[src/rtl/arb_pkg.sv]
// Shared types and round-robin search helper for the 8-way arbiter.
package arb_pkg;

    localparam int unsigned N_REQ = 8;
    localparam int unsigned IDX_W = 3;

    typedef enum logic {
        IDLE  = 1'b0,
        GRANT = 1'b1
    } arb_state_e;

    typedef struct packed {
        logic             found;
        logic [IDX_W-1:0] idx;
    } rr_pick_t;

    // First set bit of req, searching upward from last+1 with wrap.
    function automatic rr_pick_t rr_pick(input logic [N_REQ-1:0] req,
                                         input logic [IDX_W-1:0] last);
        rr_pick_t         res;
        logic [IDX_W-1:0] cand;
        res.found = 1'b0;
        res.idx   = '0;
        for (int unsigned i = 1; i <= N_REQ; i++) begin
            cand = IDX_W'(32'(last) + i);
            if (!res.found && req[cand]) begin
                res.found = 1'b1;
                res.idx   = cand;
            end
        end
        return res;
    endfunction

endpackage

[src/rtl/onehot_enc8.sv]
// One-hot to binary encoder for the 8-bit grant vector; zero input gives zero.
module onehot_enc8
    import arb_pkg::*;
(
    input  logic [N_REQ-1:0] onehot,
    output logic [IDX_W-1:0] idx_c
);

    always_comb begin
        idx_c = '0;
        for (int unsigned b = 0; b < IDX_W; b++) begin
            for (int unsigned i = 0; i < N_REQ; i++) begin
                if (((i >> b) & 1) == 1) begin
                    idx_c[b] = idx_c[b] | onehot[i];
                end
            end
        end
    end

endmodule

[src/rtl/rr_arb8.sv]
// 8-requester round-robin arbiter with registered one-hot grant.
// Optional hold-timeout preemption is enabled by defining ARB_TIMEOUT_EN.
module rr_arb8
    import arb_pkg::*;
#(
    parameter int unsigned MAX_HOLD = 16
) (
    input  logic             clk,
    input  logic             rst,
    input  logic [N_REQ-1:0] req,
    output logic [N_REQ-1:0] gnt,
    output logic [IDX_W-1:0] gnt_idx,
    output logic             gnt_valid,
    output logic             preempt
);

    if (MAX_HOLD < 2 || MAX_HOLD > 255) begin : g_bad_max_hold
        $error("rr_arb8: MAX_HOLD must be in 2..255");
    end

    arb_state_e       state_q, state_d;
    logic [N_REQ-1:0] gnt_q, gnt_d;
    logic [IDX_W-1:0] gnt_idx_q, gnt_idx_d;
    logic             gnt_valid_q, gnt_valid_d;
    logic [IDX_W-1:0] last_q, last_d;
    logic [N_REQ-1:0] others;
    logic             holding;
    logic             timeout;
    rr_pick_t         pick;

`ifdef ARB_TIMEOUT_EN
    localparam logic [7:0] HOLD_LAST = 8'(MAX_HOLD - 1);
    logic [7:0] hold_q, hold_d;
    logic       preempt_q, preempt_d;
`endif

    // Holder bit is masked out, so a release or a timeout search skips it.
    assign others  = req & ~gnt_q;
    assign holding = (state_q == GRANT) && ((req & gnt_q) != '0);
    assign pick    = rr_pick(others, last_q);

`ifdef ARB_TIMEOUT_EN
    assign timeout = holding && (hold_q >= HOLD_LAST) && (others != '0);
`else
    assign timeout = 1'b0;
`endif

    always_comb begin
        state_d = state_q;
        gnt_d   = gnt_q;
        last_d  = last_q;
`ifdef ARB_TIMEOUT_EN
        hold_d    = hold_q;
        preempt_d = 1'b0;
`endif
        if (holding && !timeout) begin
`ifdef ARB_TIMEOUT_EN
            // Saturate so a late competitor is served on the following edge.
            hold_d = (hold_q >= HOLD_LAST) ? HOLD_LAST : hold_q + 8'd1;
`endif
        end else if (pick.found) begin
            state_d = GRANT;
            gnt_d   = N_REQ'(1) << pick.idx;
            last_d  = pick.idx;
`ifdef ARB_TIMEOUT_EN
            hold_d    = 8'd0;
            preempt_d = timeout;
`endif
        end else begin
            state_d = IDLE;
            gnt_d   = '0;
`ifdef ARB_TIMEOUT_EN
            hold_d = 8'd0;
`endif
        end
    end

    onehot_enc8 u_enc (
        .onehot (gnt_d),
        .idx_c  (gnt_idx_d)
    );

    assign gnt_valid_d = (gnt_d != '0);

    always_ff @(posedge clk) begin
        if (rst) begin
            state_q     <= IDLE;
            gnt_q       <= '0;
            gnt_idx_q   <= '0;
            gnt_valid_q <= 1'b0;
            last_q      <= IDX_W'(N_REQ - 1);
        end else begin
            state_q     <= state_d;
            gnt_q       <= gnt_d;
            gnt_idx_q   <= gnt_idx_d;
            gnt_valid_q <= gnt_valid_d;
            last_q      <= last_d;
        end
    end

`ifdef ARB_TIMEOUT_EN
    always_ff @(posedge clk) begin
        if (rst) begin
            hold_q    <= 8'd0;
            preempt_q <= 1'b0;
        end else begin
            hold_q    <= hold_d;
            preempt_q <= preempt_d;
        end
    end

    assign preempt = preempt_q;
`else
    assign preempt = 1'b0;
`endif

    assign gnt       = gnt_q;
    assign gnt_idx   = gnt_idx_q;
    assign gnt_valid = gnt_valid_q;

endmodule

[config.mk]
export PLATFORM = sky130hd
export DESIGN_NAME = rr_arb8
export DESIGN_NICKNAME = d
export VERILOG_FILES = /design/src/rtl/arb_pkg.sv /design/src/rtl/onehot_enc8.sv /design/src/rtl/rr_arb8.sv
export SDC_FILE = /design/constraint.sdc
export NUM_CORES = 1
export LEC_CHECK = 0
export BUFFER_PORTS_ARGS = -buffer_cell sky130_fd_sc_hd__buf_2
export CORE_MARGIN = 2
export CORE_UTILIZATION = 59
export DETAILED_ROUTE_END_ITERATION = 6
export GPL_TIMING_DRIVEN = 1
export PLACE_DENSITY = 0.82
export REMOVE_ABC_BUFFERS = 1
export SLEW_MARGIN = 10
export SYNTH_ARGS = -nofsm -noshare
export SYNTH_HDL_FRONTEND = slang
export SYNTH_SLANG_ARGS = --single-unit
[constraint.sdc]
create_clock -name clk -period 7.3 [get_ports clk]
set_input_delay 1.46 -clock clk [delete_from_list [all_inputs] [get_ports clk]]
set_output_delay 1.46 -clock clk [all_outputs]
set_load 0.05 [all_outputs]
==> results.env <==
STATUS='finished, final reports clean'
AREAGROWTHSYNTHTOFINISH_PCT=7.533
WIRE_LENGTH_OF_THE_FIRST_GLOBAL_ROUTING_PASS_UM=7120
SYNTH_ENABLE_FLOP_CELLS=0
CAP_VIOLATIONS=0
CLOCK-ROOT-BUFFER='sky130_fd_sc_hd__clkbuf_4'
FP.DIEAREA_SQ_UM=3195
DIE_WIDTH_UM=56.53
NUMCTSBUFFERS=3
CTS.REPORTEDPATHS.CLKPINSLEW_NS=0.10
MAX_SLEW_VIOLATION_COUNT=0
PORT_BUFFERS=21
CLOCK_LATENCY_LATE_SINK_NS=0.29
YS_TYPES=55
SLOWEST_STAGE='sky130_fd_sc_hd__dfxtp_1'
PLACED_CELLS_INCL_TAPS=216
MAPPEDNETLISTAREA_SQ_UM=1628
CRIT_FAMILY='simple AND/OR/NAND/NOR gates'
YS_FF_LATCH=16
FLOORPLAN.INITIALDENSITY_PCT=60.60
DRT_DRC_VIOLATIONS_LEFT=0
GR-TOTAL-OVERFLOW=0
WORST_CLOCK_SKEW_NS=0.006203
FINALCOREUTILIZATION_PCT=65.16
CORE.ROWCOUNT=19
LAYOUTNONFILLERINSTCOUNT=220
CTS_TREE='done'
FP.COREAREA_SQ_UM=2686
DRIVE_GT1_SHARE_PCT=23.28
NETLIST_INSTANCES=174
FINALNETCOUNT=202
ROUTE.FINAL.WIRE_LENGTH_UM=4384
YOSYSTOPAREACELLSHARE_PCT=19.68
IO_PINS=23
LARGEST_NET_DEGREE_AT_THE_START_OF_GLOBAL_ROUTING=16
YOSYS_WARNINGS=0
CP_MAX_FO=15
SETUP_TNS_NS=0
CLOCK_TREE.BUFFER_DEPTH=2
YOSYSTOPAREACELL='sky130_fd_sc_hd__dfxtp_1'
GRT_PASS1_VIAS=1482
FINALCRITICALPERIOD_NS=4.028
DETAIL_ROUTE.VIAS_PER_CELL=7.082
VERTICAL_EXTENT_OF_THE_DIE_UM=56.53
MAX_SLEW.WORST_PIN.SLEW_NS=0.7033
FINAL_MIN_PERIOD_OVER_CLOCK_PERIOD_PCT=55.18
DRT.ANTENNA.VIOLATING_NETS=0
NUM_ANTENNA_CELLS=0
POSTCTSSETUPREPAIRBUFS=0
MAX-SLEW-MARGIN-REL_PCT=52.68
GRT_ANTENNA_BEFORE_REPAIR=0
GRT_USAGE_PCT=28.49
SYNTH.AREA.TOP_CELLS='sky130_fd_sc_hd__dfxtp_1, sky130_fd_sc_hd__mux4_2, sky130_fd_sc_hd__mux2i_1, sky130_fd_sc_hd__nand2b_1, sky130_fd_sc_hd__nor2b_1'
CRIT_CHAIN='inv_2 > ha_1 > mux4_2 > nor4b_4 > and3_1 > a32oi_1 > or2_1 > a32o_1'
VIAS=1558
TIMING.CRITICAL_PATH.ARRIVAL_NS=4.22
FINALHOLDVIOLCOUNT=0
POST_CTS.RESIZED_INSTANCES=0
HOLD_BUFFERS=0
DRT-PASS1-ITER-COUNT=5
WL_PER_CELL_UM=19.93
NATURE_OF_THE_CRITICAL_PATH_STARTPOINT='register'
FINAL_WEIGHTED_CONGESTION_OF_ROUTABILITY_DRIVEN_GLOBAL_PLACEMENT=0.9766
R2R-START='last_q[0]'
RSZ_0062_RAISED_AFTER_GLOBAL_ROUTING='no'
PLACE.DETAILED.HPWL_UM=3407
FINAL.SETUP.WORST_SLACK_NS=3.272
CRIT_PATH_END_KIND='register'
SYNTH_FLOP_CELL='sky130_fd_sc_hd__dfxtp_1'
DRT-INITIAL-DRC-COUNT=106
SYNTHESIS.AREA_PER_INSTANCE_SQ_UM=9.355
CP_SLOWEST_STAGE_DELAY_NS=0.75
FMAXACHIEVABLE_GHz=0.2483
PRE_CTS_SLACK_NS=3.109
FINAL.FILL_COUNT=244
FINALSETUPVIOLCOUNT=0
SYNTH_ASYNC_SR_FLOP_SHARE_PCT=0
HOLD_PATH.CLASS='reg -> reg'
HOLDCRITSTARTPOINT='gnt[4]'
WORSTPATHREQUIRED_NS=7.49
TIMING.SETUP.CRITICAL_PATH_CLASS='reg -> reg'
CTS.HTREE.LEVELS=1
SYNTH.YOSYS.SEQ_AREA_SHARE_PCT=19.68
CLOCK-SINKS=16
CRIT_START='last_q[0]'
CRIT_BUF_INV=1
==> metrics by stage <==
stage | hold WS, ns | area (sq um)
6_report | 0.5587 | 1750
5_1_grt | 0.5848 | 1750
4_1_cts | 0.5512 | 1750
3_5_place_dp | 0.5387 | 1714
2_1_floorplan | 0.5554 | 1570
3_3_place_gp | 0.5204 | 1714
==> sequential cells by signal, indices dropped and copies added (netlist names) <==
signal and flops:
last_q 3, gnt_idx 3, state_q 1, gnt_valid 1
gnt 8
==> worst paths after layout <==
check | slack, ns | end | cells past startpoint
max | 3.27 | gnt[5] | 8
min | 0.56 | gnt[4] | 2
max reg2reg | 3.27 | gnt[5] | 8
min reg2reg | 0.56 | gnt[4] | 2
==> routing by layer <==
metal  share of wire (%)  track usage (%)  up-vias  wire [um]
met5                   0                0        -          0
met4                 1.7            9.184        0         73
met3                 6.6            2.074       11        289
met2                  52            50.50       77       2280
met1                  40            36.50      756       1740
li1                    -                -      714          -
==> tightest hold or removal path, stage by stage (launching register included) <==
cell and delay [ns]:
sky130_fd_sc_hd__dfxtp_1 0.38, sky130_fd_sc_hd__nand2_1 0.08, sky130_fd_sc_hd__o31ai_1 0.06
==> synth_stat cells, types with 3 or more instances <==
library cell and instances:
sky130_fd_sc_hd__nand2b_1 11, sky130_fd_sc_hd__a21oi_1 7, sky130_fd_sc_hd__mux2i_2 3, sky130_fd_sc_hd__nor3_1 3, sky130_fd_sc_hd__nand3_1 3, sky130_fd_sc_hd__mux4_2 9
sky130_fd_sc_hd__xnor2_1 3, sky130_fd_sc_hd__o41ai_1 3, sky130_fd_sc_hd__nor4b_1 3, sky130_fd_sc_hd__nor2b_1 8, sky130_fd_sc_hd__buf_2 4, sky130_fd_sc_hd__o31ai_1 4
sky130_fd_sc_hd__nand3b_1 3, sky130_fd_sc_hd__dfxtp_1 16, sky130_fd_sc_hd__nor2_1 3, sky130_fd_sc_hd__nand2_1 12, sky130_fd_sc_hd__a32o_1 4, sky130_fd_sc_hd__a22oi_1 4
sky130_fd_sc_hd__o21ai_0 8, sky130_fd_sc_hd__mux2i_1 11
==> layout by cell type, fill, tap and decap left out, types with 4 or more instances in the layout <==
master                     Yosys  final
sky130_fd_sc_hd__o21ai_0       8      8
sky130_fd_sc_hd__mux2i_1      11     11
sky130_fd_sc_hd__nor2b_1       8      8
sky130_fd_sc_hd__nand2b_1     11     11
sky130_fd_sc_hd__nand2_1      12     12
sky130_fd_sc_hd__a21oi_1       7      7
sky130_fd_sc_hd__mux4_2        9      9
sky130_fd_sc_hd__a32o_1        4      4
sky130_fd_sc_hd__a22oi_1       4      4
sky130_fd_sc_hd__buf_2         4     21
sky130_fd_sc_hd__dfxtp_1      16     16
sky130_fd_sc_hd__o31ai_1       4      4
==> final cells by class <==
type / count / area [sq um] / share of cell area (%)
multi-input cells: 144 / 1235 / 70.55
well taps: 31 / 38.79 / 2.216
clock buffers: 4 / 36.28 / 2.073
inverters: 4 / 15.01 / 0.8578
repair buffers: 21 / 105.1 / 6.004
flip-flops and latches: 16 / 320.3 / 18.30
==> cell families (layout without fill, tap and decap cells) <==
family	after synthesis	count (layout)	synth area share (%)
adders and majority gates	2	2	1.537
DFF	16	16	19.68
xor gates and xnor gates	4	4	2.153
buffers and inverters	14	29	4.458
muxes	25	25	24.06
AOI/OAI and AO/OA	44	44	19.45
other	1	1	0.2304
and+or+nand+nor	68	68	28.44
Power is left out: the tool's default activity adds up to more than one toggle a clock period on the data nets, which glitch-free logic cannot reach.
